[src/rtl/lsu_mem_unit_if.sv]
// Memory-controller channel between the per-thread LSU and memory.
// Carries an independent read channel (valid/address out, ready/data back)
// and write channel (valid/address/data out, ready back).
// Modports: master = LSU side, slave = memory-controller side.
interface lsu_mem_unit_if #(
    parameter int unsigned ADDR_BITS = 8,
    parameter int unsigned DATA_BITS = 8
);
    logic                 mem_read_valid;
    logic [ADDR_BITS-1:0] mem_read_address;
    logic                 mem_read_ready;
    logic [DATA_BITS-1:0] mem_read_data;
    logic                 mem_write_valid;
    logic [ADDR_BITS-1:0] mem_write_address;
    logic [DATA_BITS-1:0] mem_write_data;
    logic                 mem_write_ready;

    modport master (
        output mem_read_valid, mem_read_address,
        input  mem_read_ready, mem_read_data,
        output mem_write_valid, mem_write_address, mem_write_data,
        input  mem_write_ready
    );

    modport slave (
        input  mem_read_valid, mem_read_address,
        output mem_read_ready, mem_read_data,
        input  mem_write_valid, mem_write_address, mem_write_data,
        output mem_write_ready
    );
endinterface

[src/rtl/lsu_mem_unit.sv]
// Per-thread load/store unit: one FSM drives either the read channel (LDR)
// or the write channel (STR) of the memory controller and returns loaded
// data to the register-file writeback mux via lsu_out.
// Ports:
//   clk, reset (sync, active-high), enable (low freezes all state)
//   core_state, decoded_mem_read_enable, decoded_mem_write_enable
//   rs (address operand), rt (store data)
//   mem (lsu_mem_unit_if.master): read/write request channels
//   lsu_state (IDLE=00 REQUESTING=01 WAITING=10 DONE=11), lsu_out, lsu_error
// Optional feature: define LSU_TIMEOUT_EN to abort WAITING after
// TIMEOUT_CYCLES cycles without ready (sets lsu_error); otherwise the unit
// waits forever and lsu_error is tied to 0.
module lsu_mem_unit #(
    parameter int unsigned ADDR_BITS      = 8,
    parameter int unsigned DATA_BITS      = 8,
    parameter logic [2:0]  REQUEST_STATE  = 3'b011,
    parameter logic [2:0]  UPDATE_STATE   = 3'b110,
    parameter int unsigned TIMEOUT_CYCLES = 255
) (
    input  logic                 clk,
    input  logic                 reset,
    input  logic                 enable,
    input  logic [2:0]           core_state,
    input  logic                 decoded_mem_read_enable,
    input  logic                 decoded_mem_write_enable,
    input  logic [DATA_BITS-1:0] rs,
    input  logic [DATA_BITS-1:0] rt,
    lsu_mem_unit_if.master       mem,
    output logic [1:0]           lsu_state,
    output logic [DATA_BITS-1:0] lsu_out,
    output logic                 lsu_error
);

    typedef enum logic [1:0] {
        ST_IDLE       = 2'b00,
        ST_REQUESTING = 2'b01,
        ST_WAITING    = 2'b10,
        ST_DONE       = 2'b11
    } state_t;

    // A zero timeout would abort before any memory response could arrive.
    if (TIMEOUT_CYCLES < 1) begin : g_bad_timeout
        $error("lsu_mem_unit: TIMEOUT_CYCLES must be >= 1");
    end

    state_t               state_q, state_d;
    logic                 is_load_q, is_load_d;
    logic                 rd_valid_q, rd_valid_d;
    logic [ADDR_BITS-1:0] rd_addr_q, rd_addr_d;
    logic                 wr_valid_q, wr_valid_d;
    logic [ADDR_BITS-1:0] wr_addr_q, wr_addr_d;
    logic [DATA_BITS-1:0] wr_data_q, wr_data_d;
    logic [DATA_BITS-1:0] out_q, out_d;

    logic                 op_c;
    logic                 ready_c;
    logic [ADDR_BITS-1:0] addr_c;

`ifdef LSU_TIMEOUT_EN
    localparam int unsigned CNT_BITS =
        ($clog2(TIMEOUT_CYCLES + 1) > 8) ? $clog2(TIMEOUT_CYCLES + 1) : 8;
    localparam logic [CNT_BITS-1:0] CNT_LAST = CNT_BITS'(TIMEOUT_CYCLES - 1);

    logic [CNT_BITS-1:0] cnt_q, cnt_d;
    logic                err_q, err_d;
`endif

    assign op_c    = decoded_mem_read_enable | decoded_mem_write_enable;
    // Only the channel of the latched op can complete it.
    assign ready_c = is_load_q ? mem.mem_read_ready : mem.mem_write_ready;
    // Truncates or zero-extends rs to the address width.
    assign addr_c  = ADDR_BITS'(rs);

    // State and datapath registers; enable low holds everything.
    always_ff @(posedge clk) begin
        if (reset) begin
            state_q    <= ST_IDLE;
            is_load_q  <= 1'b0;
            rd_valid_q <= 1'b0;
            rd_addr_q  <= '0;
            wr_valid_q <= 1'b0;
            wr_addr_q  <= '0;
            wr_data_q  <= '0;
            out_q      <= '0;
`ifdef LSU_TIMEOUT_EN
            cnt_q      <= '0;
            err_q      <= 1'b0;
`endif
        end else if (enable) begin
            state_q    <= state_d;
            is_load_q  <= is_load_d;
            rd_valid_q <= rd_valid_d;
            rd_addr_q  <= rd_addr_d;
            wr_valid_q <= wr_valid_d;
            wr_addr_q  <= wr_addr_d;
            wr_data_q  <= wr_data_d;
            out_q      <= out_d;
`ifdef LSU_TIMEOUT_EN
            cnt_q      <= cnt_d;
            err_q      <= err_d;
`endif
        end
    end

    // Next-state and next-register logic.
    always_comb begin
        state_d    = state_q;
        is_load_d  = is_load_q;
        rd_valid_d = rd_valid_q;
        rd_addr_d  = rd_addr_q;
        wr_valid_d = wr_valid_q;
        wr_addr_d  = wr_addr_q;
        wr_data_d  = wr_data_q;
        out_d      = out_q;
`ifdef LSU_TIMEOUT_EN
        cnt_d      = cnt_q;
        err_d      = err_q;
`endif

        case (state_q)
            ST_IDLE: begin
                if (op_c && (core_state == REQUEST_STATE)) begin
                    // Read wins when both enables are decoded.
                    is_load_d = decoded_mem_read_enable;
`ifdef LSU_TIMEOUT_EN
                    err_d     = 1'b0;
`endif
                    state_d   = ST_REQUESTING;
                end
            end

            ST_REQUESTING: begin
                if (is_load_q) begin
                    rd_valid_d = 1'b1;
                    rd_addr_d  = addr_c;
                end else begin
                    wr_valid_d = 1'b1;
                    wr_addr_d  = addr_c;
                    wr_data_d  = rt;
                end
`ifdef LSU_TIMEOUT_EN
                cnt_d   = '0;
`endif
                state_d = ST_WAITING;
            end

            ST_WAITING: begin
                if (ready_c) begin
                    rd_valid_d = 1'b0;
                    wr_valid_d = 1'b0;
                    if (is_load_q) begin
                        out_d = mem.mem_read_data;
                    end
                    state_d = ST_DONE;
                end
`ifdef LSU_TIMEOUT_EN
                else if (cnt_q == CNT_LAST) begin
                    rd_valid_d = 1'b0;
                    wr_valid_d = 1'b0;
                    err_d      = 1'b1;
                    state_d    = ST_DONE;
                end else begin
                    cnt_d = cnt_q + CNT_BITS'(1);
                end
`endif
            end

            ST_DONE: begin
                if (core_state == UPDATE_STATE) begin
                    state_d = ST_IDLE;
                end
            end

            default: begin
                state_d = ST_IDLE;
            end
        endcase
    end

    assign mem.mem_read_valid    = rd_valid_q;
    assign mem.mem_read_address  = rd_addr_q;
    assign mem.mem_write_valid   = wr_valid_q;
    assign mem.mem_write_address = wr_addr_q;
    assign mem.mem_write_data    = wr_data_q;
    assign lsu_state             = 2'(state_q);
    assign lsu_out               = out_q;
`ifdef LSU_TIMEOUT_EN
    assign lsu_error             = err_q;
`else
    assign lsu_error             = 1'b0;
`endif

endmodule
[src/flat_wrapper.sv]
// flat-port wrapper written by rule: the top's interface ports become plain ports
module lsu_mem_unit_flat 
#(
    parameter int unsigned ADDR_BITS      = 8,
    parameter int unsigned DATA_BITS      = 8,
    parameter logic [2:0]  REQUEST_STATE  = 3'b011,
    parameter logic [2:0]  UPDATE_STATE   = 3'b110,
    parameter int unsigned TIMEOUT_CYCLES = 255
)
  (clk, reset, enable, core_state, decoded_mem_read_enable, decoded_mem_write_enable, rs, rt, lsu_state, lsu_out, lsu_error, mem_mem_read_valid, mem_mem_read_address, mem_mem_read_ready, mem_mem_read_data, mem_mem_write_valid, mem_mem_write_address, mem_mem_write_data, mem_mem_write_ready);
  lsu_mem_unit_if #(.ADDR_BITS(ADDR_BITS), .DATA_BITS(DATA_BITS)) mem_i ();
  input  logic clk;
  input  logic reset;
  input  logic enable;
  input  logic [2:0] core_state;
  input  logic decoded_mem_read_enable;
  input  logic decoded_mem_write_enable;
  input  logic [DATA_BITS-1:0] rs;
  input  logic [DATA_BITS-1:0] rt;
  output logic [1:0] lsu_state;
  output logic [DATA_BITS-1:0] lsu_out;
  output logic lsu_error;
  output wire logic [$bits(mem_i.mem_read_valid)-1:0] mem_mem_read_valid;
  output wire logic [$bits(mem_i.mem_read_address)-1:0] mem_mem_read_address;
  input wire logic [$bits(mem_i.mem_read_ready)-1:0] mem_mem_read_ready;
  input wire logic [$bits(mem_i.mem_read_data)-1:0] mem_mem_read_data;
  output wire logic [$bits(mem_i.mem_write_valid)-1:0] mem_mem_write_valid;
  output wire logic [$bits(mem_i.mem_write_address)-1:0] mem_mem_write_address;
  output wire logic [$bits(mem_i.mem_write_data)-1:0] mem_mem_write_data;
  input wire logic [$bits(mem_i.mem_write_ready)-1:0] mem_mem_write_ready;
  assign mem_mem_read_valid = mem_i.mem_read_valid;
  assign mem_mem_read_address = mem_i.mem_read_address;
  assign mem_i.mem_read_ready = mem_mem_read_ready;
  assign mem_i.mem_read_data = mem_mem_read_data;
  assign mem_mem_write_valid = mem_i.mem_write_valid;
  assign mem_mem_write_address = mem_i.mem_write_address;
  assign mem_mem_write_data = mem_i.mem_write_data;
  assign mem_i.mem_write_ready = mem_mem_write_ready;
  lsu_mem_unit #(.ADDR_BITS(ADDR_BITS), .DATA_BITS(DATA_BITS), .REQUEST_STATE(REQUEST_STATE), .UPDATE_STATE(UPDATE_STATE), .TIMEOUT_CYCLES(TIMEOUT_CYCLES)) u_core (.clk(clk), .reset(reset), .enable(enable), .core_state(core_state), .decoded_mem_read_enable(decoded_mem_read_enable), .decoded_mem_write_enable(decoded_mem_write_enable), .rs(rs), .rt(rt), .mem(mem_i), .lsu_state(lsu_state), .lsu_out(lsu_out), .lsu_error(lsu_error));
endmodule
[config.mk]
export PLATFORM = sky130hd
export DESIGN_NAME = lsu_mem_unit_flat
export DESIGN_NICKNAME = d
export VERILOG_FILES = /design/src/rtl/lsu_mem_unit_if.sv /design/src/rtl/lsu_mem_unit.sv /design/src/flat_wrapper.sv
export SDC_FILE = /design/constraint.sdc
export NUM_CORES = 1
export LEC_CHECK = 0
export ABC_AREA = 1
export CAP_MARGIN = 20
export CELL_PAD_IN_SITES_DETAIL_PLACEMENT = 1
export CELL_PAD_IN_SITES_GLOBAL_PLACEMENT = 2
export CORE_MARGIN = 2
export CORE_UTILIZATION = 21
export CTS_CLUSTER_SIZE = 25
export DETAILED_ROUTE_END_ITERATION = 10
export PLACE_DENSITY = 0.8
export SYNTH_ARGS = -nofsm -noshare
export SYNTH_HDL_FRONTEND = slang
export SYNTH_SLANG_ARGS = --single-unit
[constraint.sdc]
create_clock -name clk -period 1.6 [get_ports clk]
set_input_delay 0.24 -clock clk [delete_from_list [all_inputs] [get_ports clk]]
set_output_delay 0.24 -clock clk [all_outputs]
set_load 0.1 [all_outputs]
==> Word level (Yosys, flattened, before mapping) <==
Cells that the tools add are included.
{ "op_classes": {"n_reduce_logical": 10, "mux": 10, "bitwise_logic": 2, "n_eq_ne": 10} }
{ "op_table": {"columns": ["operator", "n"], "rows": [
  ["AND reduction 4 bit", 4],
  ["AND reduction 3 bit", 3],
  ["inequality test 2 x 1 -> 1 bit (second input constant)", 4],
  ["one-hot mux 2 bit (4 select lines)", 1],
  ["two-way mux 2 bit", 3],
  ["== test 2 bit (second input constant)", 2],
  ["two-way mux 1 bit", 4],
  ["one-hot mux 1 bit (2 select lines)", 2],
  ["== test 3 x 2 -> 1 bit (second input constant)", 1],
  ["== test 3 bit (second input constant)", 1],
  ["== test 2 x 1 -> 1 bit (second input constant)", 1],
  ["zero test 2 bit", 1],
  ["inequality test 2 bit (second input constant)", 1],
  ["nonzero test 2 bit", 1],
  ["logical AND 1 bit", 1],
  ["NOT 1 bit", 1],
  ["bitwise OR 1 bit", 1]
]} }
{ "word_totals": {"register_bits": 37, "inputBits": 34} }

==> Depth between registers and ports, before layout <==
{ "depth": {"word_depth": 4, "ltp_mapped": 8, "depth_no_buf": 8} }

==> Worst setup path before layout <==
Ideal clock, no wire load.
{ "synth_path": {"kind": "flip-flop to flip-flop", "from": "register u_core.state_q[1] (netlist: u_core.lsu_state[1])", "to": "register u_core.wr_addr_q[0] (netlist: u_core.mem.mem_write_address[0])", "slack_ns": -0.421, "stages_incl_launch_ff": 6, "synth_period_minus_slack_ns": 2.021, "required_ns": 1.472, "setup_time_ns": 0.128, "t_arrival_ns": 1.893, "path_cell_list": "dfxtp_1 -> inv_1 -> ha_1 -> nand3_1 -> buf_1 -> a21oi_1"} }
{ "synth_between": {"elab_chain_len": 2} }
{ "synth_lines": {"columns": ["element", "line", "text"], "rows": [
  ["start, declared", "lsu_mem_unit.sv:46", "state_t state_q, state_d;"],
  ["start signal, assigned", "lsu_mem_unit.sv:90", "state_q <= state_d;"],
  ["== test 2 x 1 -> 1 bit", "lsu_mem_unit.sv:120", "case (state_q)"],
  ["AND reduction 3 bit (no line)", null, null],
  ["end signal, assigned", "lsu_mem_unit.sv:95", "wr_addr_q <= wr_addr_d;"],
  ["end, declared", "lsu_mem_unit.sv:51", "logic [ADDR_BITS-1:0] wr_addr_q, wr_addr_d;"]
]} }
No other way between the ends.
A chain may end at the register's enable or synchronous reset.

==> Worst setup path in the final report <==
{ "layout_path": {"from": "register u_core.state_q[0] (netlist: u_core.lsu_state[0])", "to": "register u_core.state_q[1] (netlist: u_core.lsu_state[1])"} }
{ "layout_between": {"elab_chain_len": 3} }
{ "layout_lines": {"columns": ["element", "line"], "rows": [
  ["== test 2 bit or zero test 2 bit (tied branches)", "lsu_mem_unit.sv:120"],
  ["inequality test 2 x 1 -> 1 bit (no line)", null],
  ["AND reduction 4 bit (no line)", null]
]} }
Parallel ways exist; a longest one is shown, timed or not.

==> impl_metrics.yaml <==
logic_synthesis:
  yosys.area_share.simple_pct: 14.48
  synth_top_family_by_area: "compound AO/OA/AOI/OAI gates"
  muxShareOfSynthArea_pct: 0
  syn_area_sq_um: 1486
  avgSynthCellArea_sq_um: 7.432
  synth_fa_ha_area_share_pct: 3.367
  yosysSeqAreaShare_pct: 49.83
  synth_cell_types: 16
  yosys_warnings: 0
  syn_nets: 238
  synth_compound_area_share_pct: 20.20
  synthXorXnorAreaFrac_pct: 0
  yosys_register_bits: 37
  synthCells: 200
critical_path:
  r2r-start: "u_core.lsu_state[0]"
  crit_type: "reg -> reg"
  cp_data_required_time_ns: 1.79
  crit_chain: "inv_1, ha_1, nand3_1, nand2_1, nor2_1, nand3_1, nand2_1, nor2_1"
  cp.arrival_ns: 1.58
  cp_max_fo: 5
  crit_path_max_incr_delay_ns: 0.39
  cp-startpoint: "u_core.lsu_state[0]"
  crit_path_start_kind: "flop"
  end_kind: "flop"
  reg2reg_slack_ns: 0.21
  cpMaxStageDelayCell: "dfxtp_4"
grt:
  antenna_found_initial: 0
  overflow: 0
  grt_first_pass_wirelength_um: 6948
  gr-usage-all-layers_pct: 11.39
  grt_pass1_vias: 1515
  grt_max_degree: 38
sta:
  skew_ns: 0.003383
  tns_ns: 0
  drv_slew: 0
  max_freq_mhz: 721.5
  final-setup-viol-count: 0
  period_share_pct: 86.62
  rsz0062_at_grt: "false"
  fin_crit_ns: 1.386
  whs_ns: 0.4821
  finalHoldViolCount: 0
clock_tree:
  htree_num_levels: 2
  cts_buffer_depth: 2
  cts_resized: 0
  cts_made_buffers: 5
  cts_tree: "done"
  clk_latency_ns: 0.29
  ctsRootBufferMaster: "clkbuf_8"
  cts.hold.buffers_added: 0
  clk_pin_slew_ns: 0.08
  postCtsSetupRepairBufs: 0
  cts_sinks: 37
pwr:
  p_comb_share_pct: 29.0
  peakVddDrop_mv: 0.5321
  p_total_uw: 2845
  netSwitchingPower_uw: 928.6
  power.share.sequential_pct: 36.1
  switching_share_pct: 32.63
  power_density_nw_per_um2: 1009
  p_leak_uw: 0.001080
  p_clk_share_pct: 34.9
  internal-power_uw: 1917
detailed_routing:
  drtIter0Drc: 46
  route.vias.total: 1500
  routed_wl_um: 4167
  post_drt_via_cell_ratio: 4.065
  first_pass_iters: 4
  drc: 0
  wl_per_cell_um: 11.29
  antenna_left: 0
layout:
  stdcell_area_sq_um: 2820
  finalNetCount: 310
  most-common-layout-cells: "buf_12 (38), inv_1 (35), dfxtp_1 (35)"
  layout-drive-gt1-share_pct: 19.05
  finalNonFillerCells: 369
  area_delta_synth_final_pct: 89.73
  final_common_cell: "buf_12"
  diodes: 0
place:
  place_area_sq_um: 2683
  dp.cells: 361
  port_buffers: 69
  finalWeightedCongestion: 0.7292
  dp_hpwl_um: 3150
die:
  coreArea_sq_um: 6832
  die_y_um: 88.13
  rows: 30
  die-area_sq_um: 7767
  die_w_um: 88.13
  io_pins: 71
  initial_core_util_pct: 21.76
job:
  cap_violations: 0
worst_hold_path:
  holdCritPathClass: "reg -> reg"
  hp-start: "u_core.mem.mem_read_address[2]"
status:
  outcome: "complete, no violations"
==> worst paths after layout <==
| path | endpoint | depth (start not counted) |
|---|---|---|
| max | u_core.lsu_state[1] | 8 |
| min | u_core.mem.mem_read_address[2] | 2 |
| max reg2reg | u_core.lsu_state[1] | 8 |
| min reg2reg | u_core.mem.mem_read_address[2] | 2 |
==> metal layers <==
metal | GRT usage (%) | vias up | part of all wire [%] | wire length (um)
met3 | 4.336 | 4 | 7.4 | 307
li1 | - | 775 | - | -
met1 | 13.97 | 672 | 43 | 1812
met4 | 2.893 | 0 | 0.65 | 27
met5 | 0 | - | 0 | 0
met2 | 18.87 | 49 | 48 | 2019
==> power groups by stage <==
stage | sequential [uW] | clock (uW) | combinational, uW
after CTS | 1030 | 1030 | 834
after global placement | 1050 | 0 | 824
after detailed placement | 1050 | 0 | 832
after global routing | 1040 | 1080 | 874
after floorplan | 1360 | 0 | 169
final | 1030 | 992 | 826
==> synth_stat cells <==
library cell / n / share of area (%)
dfxtp_1: 37 / 50
inv_1: 35 / 8.8
a21oi_1: 27 / 9.1
nor2_1: 25 / 6.3
nand2_1: 19 / 4.8
o21ai_0: 17 / 5.7
o21ai_1: 16 / 5.4
nand3_1: 5 / 1.7
ha_1: 4 / 3.4
nand4_1: 4 / 1.7
buf_2: 3 / 1.0
clkbuf_1: 3 / 0.76
inv_2: 2 / 0.51
buf_1: 1 / 0.25
buf_4: 1 / 0.51
conb_1: 1 / 0.25
==> sequential cells by signal, summed over array words and instances, names as in the netlist <==
register / flops
u_core.is_load_q: 1
u_core.lsu_out: 8
u_core.lsu_state: 2
u_core.mem.mem_read_address: 8
u_core.mem.mem_read_valid: 1
u_core.mem.mem_write_address: 8
u_core.mem.mem_write_data: 8
u_core.mem.mem_write_valid: 1
==> cell families after synthesis <==
logic type               Yosys count
AO/OA/AOI/OAI                     60
AND/OR/NAND/NOR                   53
buffers and inverters             45
flip-flops                        37
adder cells (fa/ha/maj)            4
other                              1
==> critical path: cells and delay by family (launching register included) <==
kind,cells,cell delay [ns]
simple gates,6,0.58
fa+ha+maj,1,0.26
buf+inv,1,0.07
flops,1,0.39
==> layout make-up <==
type                            instances  area [sq um]
Clock inverter                          3         68.82
Sequential cell                        37         748.2
Fill cell                             817          4011
Multi-Input combinational cell        118         569.3
Timing Repair Buffer                   73          1106
Clock buffer                            5         68.82
Inverter                               37         138.9
Tap cell                               96         120.1
==> through the flow <==
step / util, % / worst slack [ns]
3_3_place_gp: 39.27 / 0.1070
5_1_grt: 41.28 / 0.02379
3_5_place_dp: 39.27 / 0.08679
4_1_cts: 41.28 / 0.1772
2_1_floorplan: - / 0.1157
6_report: 41.28 / 0.2140
(Power assumes the default switching activity.)
